## src/rtl/prog_loader_if.sv

```systemverilog
// Byte-stream input and memory write port of the program loader.
//   rx_valid/rx_data/rx_ready : upstream byte handshake
//   mem_we/mem_addr/mem_wdata : instruction memory write port
// slave modport is the loader; master modport is the upstream/memory side.
interface prog_loader_if;
  logic        rx_valid;
  logic [7:0]  rx_data;
  logic        rx_ready;
  logic        mem_we;
  logic [7:0]  mem_addr;
  logic [15:0] mem_wdata;

  modport master (
    output rx_valid, rx_data,
    input  rx_ready, mem_we, mem_addr, mem_wdata
  );

  modport slave (
    input  rx_valid, rx_data,
    output rx_ready, mem_we, mem_addr, mem_wdata
  );
endinterface

```

## src/rtl/prog_loader.sv

```systemverilog
// Boot-time program loader: parses HDR, COUNT, ADDR, COUNT big-endian words,
// CHK from a byte stream, writes each word into instruction memory and holds
// the CPU in reset until a frame's checksum verifies.
//   clk, rst        : clock, asynchronous active-low reset
//   bus (slave)     : byte handshake in, memory write port out
//   cpu_hold        : 1 holds the CPU in reset (low only after a good frame)
//   done / err      : last frame verified / last frame failed its checksum
module prog_loader #(
  parameter logic [7:0] HDR = 8'hA5
) (
  input  logic        clk,
  input  logic        rst,
  prog_loader_if.slave bus,
  output logic        cpu_hold,
  output logic        done,
  output logic        err
);

  localparam int unsigned BYTE_W = 8;

  typedef enum logic [3:0] {
    S_IDLE, S_COUNT, S_ADDR, S_HI, S_LO, S_WRITE, S_CHK, S_DONE, S_ERR
  } state_t;

  state_t              state_q, state_d;
  logic [BYTE_W-1:0]   cnt_q, cnt_d;
  logic [BYTE_W-1:0]   addr_q, addr_d;
  logic [BYTE_W-1:0]   hi_q, hi_d;
  logic [BYTE_W-1:0]   lo_q, lo_d;
  logic [BYTE_W-1:0]   sum_q, sum_d;
  logic [BYTE_W-1:0]   sum_add;
  logic                accept;

  // Outputs decoded purely from registered state; no path from rx_* inputs.
  assign bus.rx_ready  = (state_q != S_WRITE);
  assign bus.mem_we    = (state_q == S_WRITE);
  assign bus.mem_addr  = addr_q;
  assign bus.mem_wdata = {hi_q, lo_q};
  assign cpu_hold      = (state_q != S_DONE);
  assign done          = (state_q == S_DONE);
  assign err           = (state_q == S_ERR);

  assign accept  = bus.rx_valid && (state_q != S_WRITE);
  assign sum_add = BYTE_W'(sum_q + bus.rx_data);

  // State and datapath registers
  always_ff @(posedge clk or negedge rst) begin
    if (!rst) begin
      state_q <= S_IDLE;
      cnt_q   <= '0;
      addr_q  <= '0;
      hi_q    <= '0;
      lo_q    <= '0;
      sum_q   <= '0;
    end else begin
      state_q <= state_d;
      cnt_q   <= cnt_d;
      addr_q  <= addr_d;
      hi_q    <= hi_d;
      lo_q    <= lo_d;
      sum_q   <= sum_d;
    end
  end

  // Frame parser next-state and datapath updates
  always_comb begin
    state_d = state_q;
    cnt_d   = cnt_q;
    addr_d  = addr_q;
    hi_d    = hi_q;
    lo_d    = lo_q;
    sum_d   = sum_q;
    case (state_q)
      S_IDLE, S_DONE, S_ERR: begin
        if (accept && bus.rx_data == HDR) begin
          state_d = S_COUNT;
          sum_d   = '0;
        end
      end
      S_COUNT: begin
        if (accept) begin
          cnt_d   = bus.rx_data;
          sum_d   = sum_add;
          state_d = S_ADDR;
        end
      end
      S_ADDR: begin
        if (accept) begin
          addr_d  = bus.rx_data;
          sum_d   = sum_add;
          state_d = S_HI;
        end
      end
      S_HI: begin
        if (accept) begin
          hi_d    = bus.rx_data;
          sum_d   = sum_add;
          state_d = S_LO;
        end
      end
      S_LO: begin
        if (accept) begin
          lo_d    = bus.rx_data;
          sum_d   = sum_add;
          state_d = S_WRITE;
        end
      end
      S_WRITE: begin
        // COUNT of 0 wraps through 255..1, giving 256 words
        addr_d  = BYTE_W'(addr_q + 8'd1);
        cnt_d   = BYTE_W'(cnt_q - 8'd1);
        state_d = (cnt_q == 8'd1) ? S_CHK : S_HI;
      end
      S_CHK: begin
        if (accept) begin
          state_d = (sum_add == 8'd0) ? S_DONE : S_ERR;
        end
      end
      default: state_d = S_IDLE;
    endcase
  end

endmodule

```

## src/flat_wrapper.sv

```systemverilog
// flat-port wrapper written by rule: the top's interface ports become plain ports
module prog_loader_flat 
#(
  parameter logic [7:0] HDR = 8'hA5
)
  (clk, rst, cpu_hold, done, err, bus_rx_valid, bus_rx_data, bus_rx_ready, bus_mem_we, bus_mem_addr, bus_mem_wdata);
  prog_loader_if bus_i ();
  input  logic clk;
  input  logic rst;
  output logic cpu_hold;
  output logic done;
  output logic err;
  input wire logic [$bits(bus_i.rx_valid)-1:0] bus_rx_valid;
  input wire logic [$bits(bus_i.rx_data)-1:0] bus_rx_data;
  output wire logic [$bits(bus_i.rx_ready)-1:0] bus_rx_ready;
  output wire logic [$bits(bus_i.mem_we)-1:0] bus_mem_we;
  output wire logic [$bits(bus_i.mem_addr)-1:0] bus_mem_addr;
  output wire logic [$bits(bus_i.mem_wdata)-1:0] bus_mem_wdata;
  assign bus_i.rx_valid = bus_rx_valid;
  assign bus_i.rx_data = bus_rx_data;
  assign bus_rx_ready = bus_i.rx_ready;
  assign bus_mem_we = bus_i.mem_we;
  assign bus_mem_addr = bus_i.mem_addr;
  assign bus_mem_wdata = bus_i.mem_wdata;
  prog_loader #(.HDR(HDR)) u_core (.clk(clk), .rst(rst), .bus(bus_i), .cpu_hold(cpu_hold), .done(done), .err(err));
endmodule
```

## config.mk

```make
export PLATFORM = sky130hd
export DESIGN_NAME = prog_loader_flat
export DESIGN_NICKNAME = d
export VERILOG_FILES = /design/src/rtl/prog_loader_if.sv /design/src/rtl/prog_loader.sv /design/src/flat_wrapper.sv
export SDC_FILE = /design/constraint.sdc
export NUM_CORES = 1
export LEC_CHECK = 0
export ABC_AREA = 1
export BUFFER_PORTS_ARGS = -buffer_cell sky130_fd_sc_hd__buf_2
export CORE_MARGIN = 2
export CORE_UTILIZATION = 55
export DETAILED_ROUTE_END_ITERATION = 16
export PLACE_DENSITY_LB_ADDON = 0.08
export SYNTH_ARGS = -nofsm -noshare
export SYNTH_HDL_FRONTEND = slang
export SYNTH_SLANG_ARGS = --single-unit
```

## constraint.sdc

```tcl
create_clock -name clk -period 2.4 [get_ports clk]
set_clock_uncertainty 0.2 [all_clocks]
set_input_delay 0.6 -clock clk [delete_from_list [all_inputs] [get_ports clk]]
set_output_delay 0.6 -clock clk [all_outputs]
set_load 0.02 [all_outputs]
```

==> out/results.txt, run 1 <==
RSZ-0062 raised after global routing -> no
Total number of cells along the worst setup path -> 14
FILL cells -> 421
F_max -> 451.5 MHz
Post-synth top flop -> dfrtp_1
Initial antenna violation count -> 0
Final nets -> 429
Share of the synthesized area in the top cell type -> 41.57%
WP data arrival -> 2.25 ns
Core area -> 4692 µm²
Final hold violations -> 0
Number of diodes -> 0
CP endpoint kind -> register
DRC viols -> 0
Yosys reg bits -> 44
R2r worst-path depth -> 13
Max VDD drop -> 643.3 µV
Router iterations before antenna repair -> 4
Most frequent cells in the layout -> nand2_1, inv_1, dfrtp_1
Initial Util -> 56.45%
Port Buf Inserts -> 39
Post-Route WL -> 6070 µm
Main area contributors after synthesis -> dfrtp_1, nand2_1, inv_1, ha_1, o21ai_0
Die width -> 73.40 µm
Gate count after technology mapping -> 357
Cell family with most CP delay -> simple AND/OR/NAND/NOR gates
Synth area leader -> dfrtp_1
YS warnings -> 0
CP required -> 2.44 ns
Die Y -> 73.40 µm
Vias in the first global route -> 2,268
CTS tree -> built
Post-CTS setup buffers -> 0
Clock transition at path regs -> 0.09 ns
H-tree level count -> 2
Routed vias -> 2,386
Clock sinks -> 44
Worst Max-Slew Pin Slew -> 0.5624 ns
Worst path max stage delay -> 0.41 ns
Worst path cell trace -> buf_2 -> ha_1 -> fa_1 -> nand2_1 -> nand2_1 -> nand2_1 -> nand2_1 -> nand2_1 -> nand3_1 -> nor2_1 -> nand3_1 -> nand2_1 -> nand2_1 -> nand2_1
Minimum clock period -> 2.215 ns
I/O Pins -> 40
Crit path max fanout -> 3
Sequential fraction of the synthesis area -> 41.57%
Largest net degree at the start of global routing -> 26
Dpl cells -> 454
Routed Antenna Nets -> 0
R2r startpoint -> u_core.sum_q[0]
Fin util -> 65.39%
Average wire per standard cell -> 13.14 µm
DP HPWL -> 4750 µm
Cts hold-fix bufs -> 0
FF+latch area -> 1101 µm²
Placer Congestion -> 0.8726
Distinct cells, synth -> 33
Max-capacitance violation count -> 0
FF-to-FF End -> u_core.state_q[0]
Post-CTS resize count -> 0
Total gr overflow -> 0
Post-Syn Area -> 2649 µm²
Die area -> 5387 µm²
Total GRT Usage -> 24.39%
Mean Syn Cell Area -> 7.420 µm²
Worst rel slew slack -> 62.40%
Worst hold path class -> in2async
Pwr dens -> 1285 nW/µm²
First-pass GRT wire length -> 10,200 µm
Post-route insts no fill -> 462
Commonest non-fill, non-tap cell in the layout -> nand2_1
Status -> finished clean
Max-slew violation count -> 0
Slowest cell on crit path -> fa_1
EDFF count, synth -> 0
Final Cycle Share -> 92.29%
R2R setup slack -> 0.21 ns
Worst-Skew Late Latency -> 0.30 ns
Share of layout cells above drive strength 1 -> 18.87%
Final Setup Violations -> 0
Kind of critical path -> in2reg
Syn nets -> 379
Vias per cell -> 5.165
Root buf cell -> clkbuf_8
Leak pwr -> 1.703 nW
Startpoint Class -> primary input
CTS max path bufs -> 2
Buf/Inv on CP -> 1
Asr flop ratio synth -> 100.0%
CTS Buf Count -> 5
CP most frequent cell -> nand2_1
Detailed router's first-iteration violation count -> 174
Row Count -> 25
Synthesis-to-finish area growth -> 15.82%
Multi-input logic area -> 1325 µm²
Hold slack -> 0.07689 ns
==> Yosys cell counts (6+ instances only) <==
master,n
o21ai_0,23
nor2_1,25
o211ai_1,7
nand2_1,123
nand4_1,6
inv_2,7
o21ai_1,7
ha_1,10
a21oi_1,7
inv_1,45
dfrtp_1,44
nand3_1,19
==> worst max-delay path by stage <==
stage,start,end
after CTS,u_core.state_q[3],bus_rx_ready
after global placement,bus_rx_data[0],u_core.state_q[1]
after floorplan,bus_rx_data[0],u_core.state_q[2]
after global routing,u_core.sum_q[0],u_core.state_q[0]
final,bus_rx_data[0],u_core.state_q[0]
after detailed placement,bus_rx_data[0],u_core.state_q[2]
==> flip-flops by register name, indices dropped and copies added (netlist names) <==
signal	cells
u_core.hi_q	8
u_core.sum_q	8
u_core.bus.mem_addr	8
u_core.state_q	4
u_core.lo_q	8
u_core.cnt_q	8
==> report_power, final <==
group | internal [mW] | total [mW] | switching (mW)
clock | 0.314 | 0.585 | 0.271
combinational | 0.699 | 2.02 | 1.32
sequential | 1.07 | 1.34 | 0.265
total | 2.08 | 3.94 | 1.86
==> cell families after synthesis <==
logic type	count (synthesis)	share of synthesized area, %
AO/OA/AOI/OAI	51	11.19
XOR/XNOR	4	1.323
adder cells (fa/ha/maj)	11	5.479
buffers and inverters	57	8.502
flip-flops	44	41.57
multiplexers	1	0.4251
AND/OR/NAND/NOR	189	31.51
==> layout make-up <==
cell class	instances	area share, %
Multi-Input combinational cell	256	43.19
Sequential cell	44	35.89
Timing Repair Buffer	48	8.564
Inverter	52	6.362
Clock buffer	5	2.243
Tap cell	54	2.202
Clock inverter	3	1.550
==> layer usage <==
layer | GRT usage (%) | wire length (µm) | up-vias
met2 | 40.64 | 2878 | 50
met1 | 31.46 | 2812 | 1078
met5 | 0 | 0 | -
li1 | - | - | 1245
met4 | 8.485 | 135 | 0
met3 | 5.213 | 244 | 13
==> metrics by stage <==
stage	setup WS [ns]	area, µm²	TNS [ns]	total power, mW
finish	0.1850	3068	0	3.942
global route	0.02931	3068	0	4.327
CTS	0.1689	3065	0	3.967
detailed placement	-0.1124	2949	-0.3595	3.367
global placement	-0.03486	2949	-0.09411	3.310
floorplan	0.1759	2649	0	2.799
(Power assumes the default switching activity.)
==> run 2: changes to the inputs <==
==> constraint.sdc (replaced) <==
create_clock -name clk -period 2.4 [get_ports clk]
set_clock_uncertainty 0.2 [all_clocks]
set_input_delay 0.36 -clock clk [delete_from_list [all_inputs] [get_ports clk]]
set_output_delay 0.36 -clock clk [all_outputs]
set_load 0.02 [all_outputs]
==> run 2 against run 1 <==
  * Critical path depth decreased by 1
  * Clock power fell by 17%
  * Routed wire length fell by 0.87%
  * Combinational power hardly changed
  * Non-clock buffer count decreased by 5
  * Fmax grew 2.5%
  * Flip-flop and latch count unchanged
  * Via count rose by 0.96%
  * First-iteration DRC count rose by 11%
  * Core utilization shrank 1.1 points
  * Die area unchanged
  * Critical path type is now reg2reg
  * Critical endpoint is now u_core.state_q[2]
==> out/results.txt, run 2 (synthesized netlist as in run 1, its figures left out) <==
Worst rel slew slack -> 62.23%
Die width -> 73.40 µm
I/O Pins -> 40
Hold Startpoint -> bus_rx_data[7]
Hold Path Sink -> u_core.bus.mem_addr[7]
Met1 GRT Util -> 33.25%
Core area -> 4692 µm²
Multi-input logic area -> 1333 µm²
Pwr dens -> 1266 nW/µm²
Kind of critical path -> reg2reg
Total GRT Usage -> 24.48%
Commonest non-fill, non-tap cell in the layout -> nand2_1
RSZ-0062 raised after global routing -> no
H-tree level count -> 2
R2r startpoint -> u_core.sum_q[0]
F_max -> 462.7 MHz
Hold slack -> 0.1903 ns
CP required -> 2.43 ns
Die Y -> 73.40 µm
Cells on Worst Hold Path -> 3
CTS max path bufs -> 2
FF-to-FF End -> u_core.state_q[2]
Router iterations before antenna repair -> 5
Routed Antenna Nets -> 0
Clock transition at path regs -> 0.09 ns
Number of diodes -> 0
Max VDD drop -> 565.7 µV
DRC viols -> 0
CTS Buf Count -> 5
CP most frequent cell -> nand2_1
Part of the power in registers -> 34.9%
Vias in the first global route -> 2,196
CP endpoint kind -> register
Root buf cell -> clkbuf_8
First-pass GRT wire length -> 10,180 µm
Detailed router's first-iteration violation count -> 193
R2R setup slack -> 0.24 ns
Psw -> 1.836 mW
Worst path max stage delay -> 0.41 ns
Worst hold path class -> in2reg
Placer Congestion -> 0.9279
Final Setup Violations -> 0
Final Cycle Share -> 90.05%
Average wire per standard cell -> 13.17 µm
DP HPWL -> 4731 µm
Total gr overflow -> 0
Share of layout cells above drive strength 1 -> 17.87%
Fin util -> 64.32%
Minimum clock period -> 2.161 ns
Met3 global-route usage -> 3.841%
Routed vias -> 2,409
Initial antenna violation count -> 0
Worst path cell trace -> ha_1 -> fa_1 -> nand2_1 -> nand2_1 -> nand2_1 -> nand2_1 -> nand2_1 -> nand3_1 -> nor2_2 -> nand3_2 -> nand2_1 -> nand2_1 -> nand2_1
Post-Route WL -> 6017 µm
R2r worst-path depth -> 13
Initial Util -> 56.45%
Most frequent cells in the layout -> nand2_1, inv_1, dfrtp_1
Worst Max-Slew Pin Slew -> 0.5650 ns
Row Count -> 25
Switching share of power -> 48.07%
Crit path max fanout -> 3
Clk pwr share -> 12.7%
Die area -> 5387 µm²
Most Crowded Layer GR -> met2
Vias per cell -> 5.271
Worst-Skew Late Latency -> 0.29 ns
FF+latch area -> 1101 µm²
Status -> finished clean
Dpl ws -> 0.1170 ns
Port Buf Inserts -> 39
Met2 global-route usage -> 41.74%
Slowest cell on crit path -> fa_1
Final nets -> 424
FILL cells -> 442
Final hold violations -> 0
CTS tree -> built
Setup TNS -> 0 ns
Leak pwr -> 1.664 nW
Clock sinks -> 44
Startpoint Class -> register
Internal -> 1.984 mW
Max-capacitance violation count -> 0
WP data arrival -> 2.19 ns
Synthesis-to-finish area growth -> 13.93%
Combinational share of power -> 52.3%
Max-slew violation count -> 0
Final setup margin -> 0.2389 ns
Largest net degree at the start of global routing -> 21
[run 2: metrics by stage]
stage | area (µm²) | power (mW) | instances
after global placement | 2904 | 3.288 | 448
after detailed placement | 2904 | 3.339 | 448
after floorplan | 2649 | 2.799 | 357
final | 3018 | 3.820 | 457
after global routing | 3018 | 4.180 | 457
after CTS | 3008 | 3.829 | 457
[run 2: per-layer routing]
metal | vias to the layer above | wire length, µm
li1 | 1239 | -
met1 | 1123 | 2827
met2 | 42 | 2948
met3 | 5 | 187
met4 | 0 | 54
met5 | - | 0
[run 2: worst max path at each step]
stage                         start                end  slack, ns  cells after the start
detailed placement   bus_rx_data[0]  u_core.state_q[2]       0.12                     14
CTS                 u_core.sum_q[0]  u_core.state_q[2]       0.22                     13
global placement     bus_rx_data[0]  u_core.state_q[2]       0.19                     14
global route        u_core.sum_q[0]  u_core.state_q[2]       0.02                     13
finish              u_core.sum_q[0]  u_core.state_q[2]       0.24                     13
floorplan            bus_rx_data[0]  u_core.state_q[2]       0.42                     13
[run 2: timing repair]
item | CTS | global route
hold endpoints to repair | 17 | 0
setup buffers | 0 | 0
gates resized for setup | 0 | 3
endpoints found under the setup margin | 0 | 2
hold buffers | 1 | 0
[run 2: worst max-delay path, delay by kind of cell (launching register included)]
kind                       cells  cell delay [ns]
adders and majority gates      2             0.64
DFF                            1             0.39
and+or+nand+nor               11             0.88
[run 2: cell type report]
| type | instances | share of cell area, % |
|---|---|---|
| Tap cell | 54 | 2.239 |
| Multi-Input combinational cell | 256 | 44.15 |
| Sequential cell | 44 | 36.48 |
| Clock buffer | 7 | 2.861 |
| Inverter | 52 | 6.468 |
| Timing Repair Buffer | 43 | 7.546 |
| Clock inverter | 1 | 0.2488 |
[run 2: power by group through the flow]
| stage | registers (mW) | clock network (mW) | logic, mW |
|---|---|---|---|
| final | 1.33 | 0.487 | 2.00 |
| after global routing | 1.38 | 0.519 | 2.28 |
| after CTS | 1.33 | 0.493 | 2.00 |
| after detailed placement | 1.34 | 0 | 2.00 |
| after global placement | 1.34 | 0 | 1.95 |
| after floorplan | 1.53 | 0 | 1.27 |
